==> src/rtl/alu_op_scheduler.sv <==
// Round-robin scheduler that shares one multi-cycle signed ALU between two requesters.
// Optional ALU wait watchdog is enabled by defining ALU_SCHED_TIMEOUT_EN.
module alu_op_scheduler #(
    parameter int OPER_W   = 6,
    parameter int RESULT_W = 16,
    parameter int TIMEOUT  = 255
) (
    input  logic                   clk,
    input  logic                   rst,
    // Valid/ready: a transfer happens on a rising edge where valid and ready are both 1.
    // The producer holds valid and payload stable until then; dropping valid early cancels.
    input  logic [1:0]             req_valid,
    output logic [1:0]             req_ready,
    input  logic [1:0][2:0]        req_cmd,
    input  logic [1:0][OPER_W-1:0] req_a,
    input  logic [1:0][OPER_W-1:0] req_b,
    output logic                   resp_valid,
    input  logic                   resp_ready,
    output logic                   resp_id,
    output logic [RESULT_W-1:0]    resp_result,
    output logic [2:0]             resp_flags,
    output logic                   alu_start,
    output logic [2:0]             alu_cmd,
    output logic [OPER_W-1:0]      alu_a,
    output logic [OPER_W-1:0]      alu_b,
    input  logic                   alu_done,
    input  logic [RESULT_W-1:0]    alu_result,
    input  logic [2:0]             alu_flags,
    output logic [1:0]             dbg_state
);

    typedef enum logic [1:0] {
        IDLE  = 2'd0,
        ISSUE = 2'd1,
        WAIT  = 2'd2,
        RESP  = 2'd3
    } state_t;

    state_t state, state_d;
    logic   rr_ptr;
    logic   grant_id;
    logic   accept;
    logic   div_zero;
    logic   timed_out;

    assign dbg_state = state;

    // A lone requester wins outright; rr_ptr only breaks ties.
    always_comb begin
        case (req_valid)
            2'b10:   grant_id = 1'b1;
            2'b11:   grant_id = rr_ptr;
            default: grant_id = 1'b0;
        endcase
    end

    assign div_zero = (req_cmd[grant_id] == 3'b011) && (req_b[grant_id] == '0);

    always_comb begin
        state_d    = state;
        req_ready  = 2'b00;
        accept     = 1'b0;
        alu_start  = 1'b0;
        resp_valid = 1'b0;
        case (state)
            IDLE: begin
                if (|req_valid) begin
                    req_ready = grant_id ? 2'b10 : 2'b01;
                    accept    = 1'b1;
                    state_d   = div_zero ? RESP : ISSUE;
                end
            end
            ISSUE: begin
                alu_start = 1'b1;
                state_d   = WAIT;
            end
            WAIT: begin
                if (alu_done || timed_out) state_d = RESP;
            end
            RESP: begin
                resp_valid = 1'b1;
                if (resp_ready) state_d = IDLE;
            end
            default: state_d = IDLE;
        endcase
    end

    always_ff @(posedge clk or posedge rst) begin
        if (rst) begin
            state       <= IDLE;
            rr_ptr      <= 1'b0;
            alu_cmd     <= '0;
            alu_a       <= '0;
            alu_b       <= '0;
            resp_id     <= 1'b0;
            resp_result <= '0;
            resp_flags  <= '0;
        end else begin
            state <= state_d;
            if (accept) begin
                rr_ptr  <= ~grant_id;
                alu_cmd <= req_cmd[grant_id];
                alu_a   <= req_a[grant_id];
                alu_b   <= req_b[grant_id];
                resp_id <= grant_id;
                if (div_zero) begin
                    resp_result <= '0;
                    resp_flags  <= 3'b010;
                end
            end
            // Completion is only meaningful while waiting; elsewhere alu_done is ignored.
            if (state == WAIT) begin
                if (alu_done) begin
                    resp_result <= alu_result;
                    resp_flags  <= alu_flags;
                end else if (timed_out) begin
                    resp_result <= '0;
                    resp_flags  <= 3'b010;
                end
            end
        end
    end

`ifdef ALU_SCHED_TIMEOUT_EN
    localparam int CNT_W = $clog2(TIMEOUT + 1);
    logic [CNT_W-1:0] wait_cnt;

    // Counts cycles since alu_start; leaving WAIT at TIMEOUT keeps it from wrapping.
    always_ff @(posedge clk or posedge rst) begin
        if (rst) begin
            wait_cnt <= '0;
        end else if (accept) begin
            wait_cnt <= '0;
        end else if (state == ISSUE || state == WAIT) begin
            wait_cnt <= wait_cnt + 1'b1;
        end
    end

    assign timed_out = (state == WAIT) && (wait_cnt == CNT_W'(TIMEOUT));
`else
    assign timed_out = 1'b0;
`endif

endmodule

==> config.mk <==
export PLATFORM = sky130hd
export DESIGN_NAME = alu_op_scheduler
export DESIGN_NICKNAME = d
export VERILOG_FILES = /design/src/rtl/alu_op_scheduler.sv
export SDC_FILE = /design/constraint.sdc
export NUM_CORES = 1
export LEC_CHECK = 0
export ABC_AREA = 1
export CORE_MARGIN = 2
export CORE_UTILIZATION = 44
export CTS_CLUSTER_DIAMETER = 100
export DETAILED_ROUTE_END_ITERATION = 12
export GPL_ROUTABILITY_DRIVEN = 0
export PLACE_DENSITY = 0.86
export SKIP_CTS_REPAIR_TIMING = 1
export SYNTH_ARGS = -nofsm -noshare
export SYNTH_HDL_FRONTEND = slang
export SYNTH_SLANG_ARGS = --single-unit
==> constraint.sdc <==
create_clock -name clk -period 4.8 [get_ports clk]
set_input_delay 0.72 -clock clk [delete_from_list [all_inputs] [get_ports clk]]
set_output_delay 0.72 -clock clk [all_outputs]
set_load 0.1 [all_outputs]
==> reports/metrics.json, run 1 <==
{
  "outcome": {
    "outcome": "finished clean"
  },
  "min_path": {
    "hold_path.class": "reg -> reg",
    "whs_path_depth": 2,
    "hold_path_startpoint": "alu_a[5]",
    "worst_hold_path.endpoint": "alu_a[5]"
  },
  "clock_network": {
    "max-clock-path-buffers": 2,
    "later_pin_clock_latency_in_the_skew_report_ns": 0.29,
    "cts_buffers": 5,
    "clock_tree_from_tritoncts": "built",
    "clkSlewWorstSetupHoldPaths_ns": 0.07,
    "cts_htree_levels": 2,
    "clock_root_buffer_master": "clkbuf_8",
    "tritoncts_num_sinks": 38
  },
  "sta": {
    "timing_worst_slew_pin_value_ns": 1.004,
    "max_freq_mhz": 299.3,
    "report.final.hold_viol_count": 0,
    "timing.max_slew.rel_slack_pct": 32.83,
    "setup_viol": 0,
    "drv_slew": 0,
    "final_period_util_pct": 69.60,
    "post-route-min-period_ns": 3.341,
    "timing.setup.tns_ns": 0,
    "grt_setup_unrepaired": "false",
    "timing.clock.skew_ns": 0.007485
  },
  "floorplan": {
    "die_h_um": 70.76,
    "coreArea_sq_um": 4324,
    "placement_rows": 24,
    "chipWidth_um": 70.76,
    "initial_core_util_pct": 45.34,
    "die-area_sq_um": 5006,
    "ioPinCount": 96
  },
  "yosys": {
    "synthesis.instances": 235,
    "yosys.area.top_type_share_pct": 48.50,
    "area_share_of_and_or_nand_nor_cells_after_synthesis_pct": 32.99,
    "muxShareOfSynthArea_pct": 0,
    "synth-warning-count": 0,
    "synth.ff_latch_count": 38,
    "synth-adder-area-share_pct": 2.553,
    "synth_compound_gate_area_share_pct": 8.870,
    "synthXorXnorAreaFrac_pct": 0,
    "syn-cell-area_sq_um": 1961,
    "synthTopCellsByArea": "dfrtp_1 (49%), nand2_1 (15%), o21ai_0 (5.1%)",
    "yosysSeqAreaShare_pct": 48.50,
    "netlist.top_cell.by_area": "dfrtp_1",
    "synthesis.nets": 294,
    "largest_family_of_logic_cells_by_synthesized_area": "simple AND/OR/NAND/NOR gates",
    "synthDistinctLibCells": 28,
    "syn-mean-instance-area_sq_um": 8.343
  },
  "cells_and_area": {
    "drive_above_1_share_pct": 10.91,
    "final_common_cell": "clkdlybuf4s50_1",
    "multi_input_area_sq_um": 870.8,
    "most-common-layout-cells": "clkdlybuf4s50_1 (93), nand2_1 (76), dfrtp_1 (38)",
    "layout-area-overhead-vs-synth_pct": 54.37,
    "regArea_sq_um": 950.9,
    "filler_cell_count": 349,
    "insertedDiodeCount": 0,
    "nets": 388
  },
  "global_routing": {
    "grt_pass1_vias": 1743,
    "antenna_found_initial": 0,
    "grt_start_max_net_pins": 39,
    "groute.usage.overall_pct": 21.94,
    "grt_first_pass_wirelength_um": 8673,
    "globalRoute.totalOverflow": 0
  },
  "setup_path": {
    "critPathLaunchType": "input pin",
    "critical_path_required_ns": 4.08,
    "criticalPathCategory": "in -> out",
    "worst-path-max-fanout": 21,
    "r2r_slack_ns": 2.17,
    "worst-endpoint-arrival_ns": 2.62,
    "critical_path.reg2reg.endpoint": "resp_flags[1]",
    "reg2regPathDepth": 6,
    "reg2reg_from": "dbg_state[0]",
    "end_kind": "output port"
  },
  "placed_design": {
    "dpl.hpwl_um": 3885,
    "buffer_ports.inserted": 95
  },
  "drt": {
    "route.antenna.remaining_nets": 0,
    "via_count": 1823,
    "detail_route.drc_violations": 0,
    "routed_via_density": 4.772,
    "wirelength_routed_um": 5144,
    "number_of_drc_markers_in_iteration_0": 167,
    "avgRoutedWirePerCell_um": 13.47,
    "detail_route.first_pass.iterations": 4
  },
  "flow_run": {
    "max_cap_violations": 0
  }
}
logic make-up (layout without fill, tap and decap cells):
kind of cell | after synthesis | in the layout
compound gates | 29 | 29
fa+ha+maj | 4 | 4
buf+inv | 29 | 124
flops | 38 | 38
simple gates | 135 | 135
worst max-delay path by stage:
stage,start,end,slack (ns)
2_1_floorplan,dbg_state[0],req_ready[0],1.09
3_3_place_gp,req_valid[1],req_ready[0],1.52
3_5_place_dp,req_valid[1],req_ready[0],1.47
4_1_cts,req_valid[1],req_ready[0],1.46
5_1_grt,req_valid[1],req_ready[0],1.27
6_report,req_valid[1],req_ready[0],1.46
through the flow:
stage	instance area (sq um)	instances	hold slack (ns)	setup WS (ns)	utilization [%]
after floorplan	1961	235	0.5210	1.094	-
after global placement	2932	374	0.4674	1.524	67.80
after detailed placement	2932	374	0.4751	1.473	67.80
after CTS	3027	382	0.4936	1.461	69.99
after global routing	3027	382	0.5328	1.270	69.99
final	3027	382	0.4937	1.459	69.99
registers in the layout, summed over array words and instances (netlist names):
name         flops
resp_id          1
alu_cmd          3
alu_b            6
resp_result     16
dbg_state        2
alu_a            6
resp_flags       3
rr_ptr           1
critical path: stages:
cell,delay [ns]
clkdlybuf4s50_1,0.69
nor2_1,0.12
nor2_1,0.11
buf_4,0.18
inv_1,0.26
nor2_1,0.32
buf_12,0.22
final cells by class:
class	instances	share of cell area [%]
Clock buffer	6	2.728
Clock inverter	2	0.4134
Inverter	19	2.356
Multi-Input combinational cell	168	28.77
Sequential cell	38	31.42
Tap cell	52	2.150
Timing Repair Buffer	97	32.16
synthesized netlist by cell type:
cell type   n
nand2_4     2
o21ai_2     1
nand3b_1    5
dfrtp_1    38
buf_6       1
nand2_1    76
o21ai_0    20
ha_1        4
nand3_4     1
o21bai_1    1
nand2_2     6
clkinv_1    1
a21boi_0    1
nor2_1     21
a22oi_1     1
clkbuf_1    5
a21oi_2     1
buf_4       1
nand3_1    13
buf_2       2
a21oi_4     1
a31oi_1     2
inv_1      17
a21oi_1     1
nor2_2      2
buf_12      1
inv_2       1
nand3_2     9
per-layer routing:
layer | wire [um] | vias to the layer above | global-route usage, %
met5 | 0 | - | 0
met1 | 2188 | 812 | 29.05
li1 | - | 937 | -
met3 | 351 | 7 | 7.407
met2 | 2550 | 67 | 35.31
met4 | 53 | 0 | 4.822
Power of run 1 is not shown: default switching activity piles up to over one toggle a cycle in this logic, so the estimate is an artifact.
==> run 2, diff against run 1 <==
--- a/config.mk
+++ b/config.mk
@@ -7,11 +7,11 @@
 export LEC_CHECK = 0
 export ABC_AREA = 1
 export CORE_MARGIN = 2
-export CORE_UTILIZATION = 44
+export CORE_UTILIZATION = 40
 export CTS_CLUSTER_DIAMETER = 100
 export DETAILED_ROUTE_END_ITERATION = 12
 export GPL_ROUTABILITY_DRIVEN = 0
-export PLACE_DENSITY = 0.86
+export PLACE_DENSITY = 0.79
 export SKIP_CTS_REPAIR_TIMING = 1
 export SYNTH_ARGS = -nofsm -noshare
 export SYNTH_HDL_FRONTEND = slang
==> constraint.sdc (replaced) <==
create_clock -name clk -period 3.5 [get_ports clk]
set_input_delay 0.525 -clock clk [delete_from_list [all_inputs] [get_ports clk]]
set_output_delay 0.525 -clock clk [all_outputs]
set_load 0.1 [all_outputs]
==> reports/metrics.json, run 2 (synthesis gave the netlist of run 1 again) <==
{
  "outcome": {
    "outcome": "finished clean"
  },
  "setup_path": {
    "criticalPathCategory": "in -> out",
    "worst-endpoint-arrival_ns": 2.26,
    "reg2regPathDepth": 9,
    "r2r_slack_ns": 1.28,
    "reg2reg_from": "dbg_state[0]",
    "worst-path-max-fanout": 21,
    "critPathLaunchType": "input pin",
    "critical_path.startpoint": "req_valid[1]",
    "critical_path_required_ns": 2.97,
    "end_kind": "output port",
    "critical_path.endpoint": "req_ready[0]",
    "critical_path.reg2reg.endpoint": "resp_result[1]"
  },
  "floorplan": {
    "coreArea_sq_um": 4723,
    "placement_rows": 25,
    "die-area_sq_um": 5477,
    "die_h_um": 74.01,
    "initial_core_util_pct": 41.51,
    "chipWidth_um": 74.01,
    "ioPinCount": 96
  },
  "cells_and_area": {
    "top_register": "resp_result",
    "nets": 389,
    "regArea_sq_um": 950.9,
    "drive_above_1_share_pct": 11.48,
    "top_regs": "resp_result x16, alu_a x6, alu_b x6",
    "largest_register_ffs": 16,
    "most-common-layout-cells": "clkdlybuf4s50_1 (91), nand2_1 (76), dfrtp_1 (38)",
    "final_common_cell": "clkdlybuf4s50_1",
    "filler_cell_count": 413,
    "insertedDiodeCount": 0,
    "layout-area-overhead-vs-synth_pct": 56.16,
    "multi_input_area_sq_um": 873.3
  },
  "drt": {
    "detail_route.first_pass.iterations": 4,
    "number_of_drc_markers_in_iteration_0": 157,
    "via_count": 1844,
    "detail_route.drc_violations": 0,
    "routed_via_density": 4.633,
    "route.antenna.remaining_nets": 0,
    "wirelength_routed_um": 4977,
    "avgRoutedWirePerCell_um": 12.51
  },
  "placed_design": {
    "dpl.hpwl_um": 3761,
    "buffer_ports.inserted": 95
  },
  "clock_network": {
    "max-clock-path-buffers": 2,
    "clock_tree_from_tritoncts": "built",
    "later_pin_clock_latency_in_the_skew_report_ns": 0.29,
    "cts_htree_levels": 2,
    "clock_root_buffer_master": "clkbuf_8",
    "tritoncts_num_sinks": 38,
    "cts_buffers": 5,
    "clkSlewWorstSetupHoldPaths_ns": 0.07
  },
  "sta": {
    "timing.max_slew.rel_slack_pct": 32.06,
    "timing.setup.tns_ns": 0,
    "report.final.hold_viol_count": 0,
    "setup_viol": 0,
    "drv_slew": 0,
    "timing_worst_slew_pin_value_ns": 1.016,
    "final_period_util_pct": 79.64,
    "max_freq_mhz": 358.8,
    "timing.clock.skew_ns": 0.004572,
    "post-route-min-period_ns": 2.787,
    "grt_setup_unrepaired": "false"
  },
  "global_routing": {
    "antenna_found_initial": 0,
    "groute.usage.overall_pct": 18.86,
    "globalRoute.totalOverflow": 0,
    "grt_first_pass_wirelength_um": 7845,
    "grt_pass1_vias": 1653,
    "grt_start_max_net_pins": 39
  },
  "min_path": {
    "hold_path.class": "reg -> reg"
  },
  "flow_run": {
    "max_cap_violations": 0
  }
}
-- run 2: worst min path at each step --
stage	end	cells past startpoint	from
after floorplan	rr_ptr	2	rr_ptr
after global placement	resp_id	2	resp_id
after detailed placement	alu_a[1]	2	alu_a[1]
after CTS	alu_a[1]	2	alu_a[1]
after global routing	alu_b[1]	2	alu_b[1]
final	alu_a[1]	2	alu_a[1]
-- run 2: worst max-delay path: stages --
cell and delay (ns):
clkdlybuf4s50_1 0.71, nor2_1 0.13, nor2_1 0.14, inv_1 0.29
nor2_2 0.26, buf_12 0.20
-- run 2: through the flow --
stage / hold WS [ns] / instance area, sq um / utilization, % / setup slack, ns / std cells
final: 0.4856 / 3062 / 64.82 / 0.7126 / 398
after global routing: 0.5082 / 3062 / 64.82 / 0.5710 / 398
after CTS: 0.4900 / 3062 / 64.82 / 0.7354 / 398
after detailed placement: 0.4735 / 2955 / 62.57 / 0.7369 / 390
after global placement: 0.4670 / 2955 / 62.57 / 0.8066 / 390
after floorplan: 0.5177 / 1963 / - / 0.4382 / 235
-- run 2: layout make-up --
cell class,instances,area share [%]
Tap cell,67,2.738
Multi-Input combinational cell,168,28.52
Inverter,19,2.329
Timing Repair Buffer,98,31.88
Clock inverter,1,0.9808
Sequential cell,38,31.06
Clock buffer,7,2.493
-- run 2: metal layers --
| metal | vias up | wire, um | track usage (%) |
|---|---|---|---|
| met5 | - | 0 | 0 |
| met4 | 0 | 51 | 5.051 |
| met3 | 8 | 336 | 6.233 |
| met2 | 64 | 2350 | 28.67 |
| met1 | 836 | 2240 | 26.11 |
| li1 | 936 | - | - |
Power of run 2 is left out for the same reason.
==> run 3, diff against run 2 <==
==> constraint.sdc (replaced) <==
create_clock -name clk -period 2.6 [get_ports clk]
set_input_delay 0.39 -clock clk [delete_from_list [all_inputs] [get_ports clk]]
set_output_delay 0.39 -clock clk [all_outputs]
set_load 0.1 [all_outputs]
==> reports/metrics.json, run 3 (synthesis gave the netlist of run 1 again) <==
{
  "cells_and_area": {
    "nets": 390,
    "layout-area-overhead-vs-synth_pct": 53.29,
    "final_cell_count_no_fill": 398,
    "filler_cell_count": 422,
    "insertedDiodeCount": 0,
    "most-common-layout-cells": "nand2_1 (76), clkdlybuf4s50_1 (54), buf_4 (43)",
    "largest_register_ffs": 16,
    "postLayoutCoreUtil_pct": 63.63,
    "top_regs": "resp_result x16, alu_a x6, alu_b x6",
    "drive_above_1_share_pct": 23.87,
    "final_common_cell": "nand2_1",
    "top_register": "resp_result"
  },
  "sta": {
    "timing.final.ws_setup_ns": 0.2566,
    "timing_worst_slew_pin_value_ns": 1.108,
    "report.final.hold_viol_count": 0,
    "post-route-min-period_ns": 2.343,
    "drv_slew": 0,
    "final_period_util_pct": 90.13,
    "grt_setup_unrepaired": "false",
    "max_freq_mhz": 426.7,
    "timing.max_slew.rel_slack_pct": 25.71,
    "timing.clock.skew_ns": 0.006486,
    "setup_viol": 0
  },
  "placed_design": {
    "place_inst": 391,
    "buffer_ports.inserted": 95,
    "dpl.hpwl_um": 3887,
    "dp_slack_ns": 0.2189
  },
  "floorplan": {
    "chipWidth_um": 74.01,
    "ioPinCount": 96,
    "die-area_sq_um": 5477,
    "die_h_um": 74.01,
    "initial_core_util_pct": 41.51,
    "placement_rows": 25,
    "coreArea_sq_um": 4723
  },
  "setup_path": {
    "critPathLaunchType": "input pin",
    "end_kind": "output port",
    "critical_path_required_ns": 2.21,
    "critical_path.endpoint": "req_ready[0]",
    "worst-path-max-fanout": 20,
    "reg2reg_from": "dbg_state[0]",
    "critical_path.reg2reg.endpoint": "resp_result[15]",
    "worst-endpoint-arrival_ns": 1.95,
    "reg2regPathDepth": 9,
    "r2r_slack_ns": 0.59,
    "criticalPathCategory": "in -> out",
    "critical_path.startpoint": "req_valid[1]"
  },
  "drt": {
    "routed-wl-met2_um": 2488,
    "dr.max_layer_used": "met4",
    "detail_route.drc_violations": 0,
    "via_count": 1830,
    "avgRoutedWirePerCell_um": 12.80,
    "route.antenna.remaining_nets": 0,
    "wl_met3_um": 321,
    "number_of_drc_markers_in_iteration_0": 68,
    "route.layer.met1.wl_um": 2242,
    "routed_via_density": 4.598,
    "wirelength_routed_um": 5094,
    "detail_route.first_pass.iterations": 4
  },
  "clock_network": {
    "clkSlewWorstSetupHoldPaths_ns": 0.07,
    "clock_tree_from_tritoncts": "built",
    "tritoncts_num_sinks": 38,
    "max-clock-path-buffers": 2,
    "clock_root_buffer_master": "clkbuf_8",
    "cts_htree_levels": 2,
    "cts_buffers": 5,
    "later_pin_clock_latency_in_the_skew_report_ns": 0.28
  },
  "outcome": {
    "outcome": "finished clean"
  },
  "global_routing": {
    "grt_start_max_net_pins": 32,
    "grt_pass1_vias": 1782,
    "globalRoute.totalOverflow": 0,
    "groute.usage.overall_pct": 19.91,
    "antenna_found_initial": 0,
    "grt_first_pass_wirelength_um": 8397
  },
  "min_path": {
    "hold_path.class": "reg -> reg"
  },
  "flow_run": {
    "max_cap_violations": 0
  }
}
==> run 3: cell types whose count changed in the layout (fill, tap and decap cells not counted), sizes merged <==
cell,change
buf,+38
clkbuf,-1
clkdlybuf4s50,-37
==> run 3: worst min-delay path by stage <==
stage / to / startpoint / cells after the start
final: alu_a[5] / alu_a[5] / 2
after global placement: alu_b[0] / alu_b[0] / 2
after CTS: alu_cmd[2] / alu_cmd[2] / 2
after detailed placement: alu_cmd[2] / alu_cmd[2] / 2
after floorplan: resp_result[10] / alu_result[10] / 2
after global routing: resp_result[10] / resp_result[10] / 2
==> run 3: worst max-delay path, cell delays in order <==
cell and delay [ns]:
clkdlybuf4s50_1 0.61, nand2_4 0.33, inv_1 0.22, nor2_4 0.21
buf_12 0.19
==> run 3: layout make-up <==
class                           count  area, sq um  area share (%)
Timing Repair Buffer               99        903.4           30.06
Tap cell                           67        83.83           2.789
Sequential cell                    38        950.9           31.64
Clock buffer                        6        82.58           2.748
Inverter                           19        71.32           2.373
Multi-Input combinational cell    168        883.3           29.39
Clock inverter                      1        30.03          0.9992
==> run 3: metal layers <==
metal | vias up | GRT usage (%)
met1 | 835 | 26.73
met4 | 0 | 4.848
li1 | 931 | -
met2 | 59 | 33.43
met3 | 5 | 3.794
met5 | - | 0
==> run 3: metrics by stage <==
| stage | TNS [ns] | hold WS (ns) | cell area, sq um |
|---|---|---|---|
| after floorplan | -0.02169 | 0.5068 | 1973 |
| after global placement | 0 | 0.4665 | 2893 |
| after detailed placement | 0 | 0.4763 | 2893 |
| after CTS | 0 | 0.4950 | 3005 |
| after global routing | 0 | 0.5290 | 3005 |
| final | 0 | 0.4939 | 3005 |
Power of run 3 is left out for the same reason.
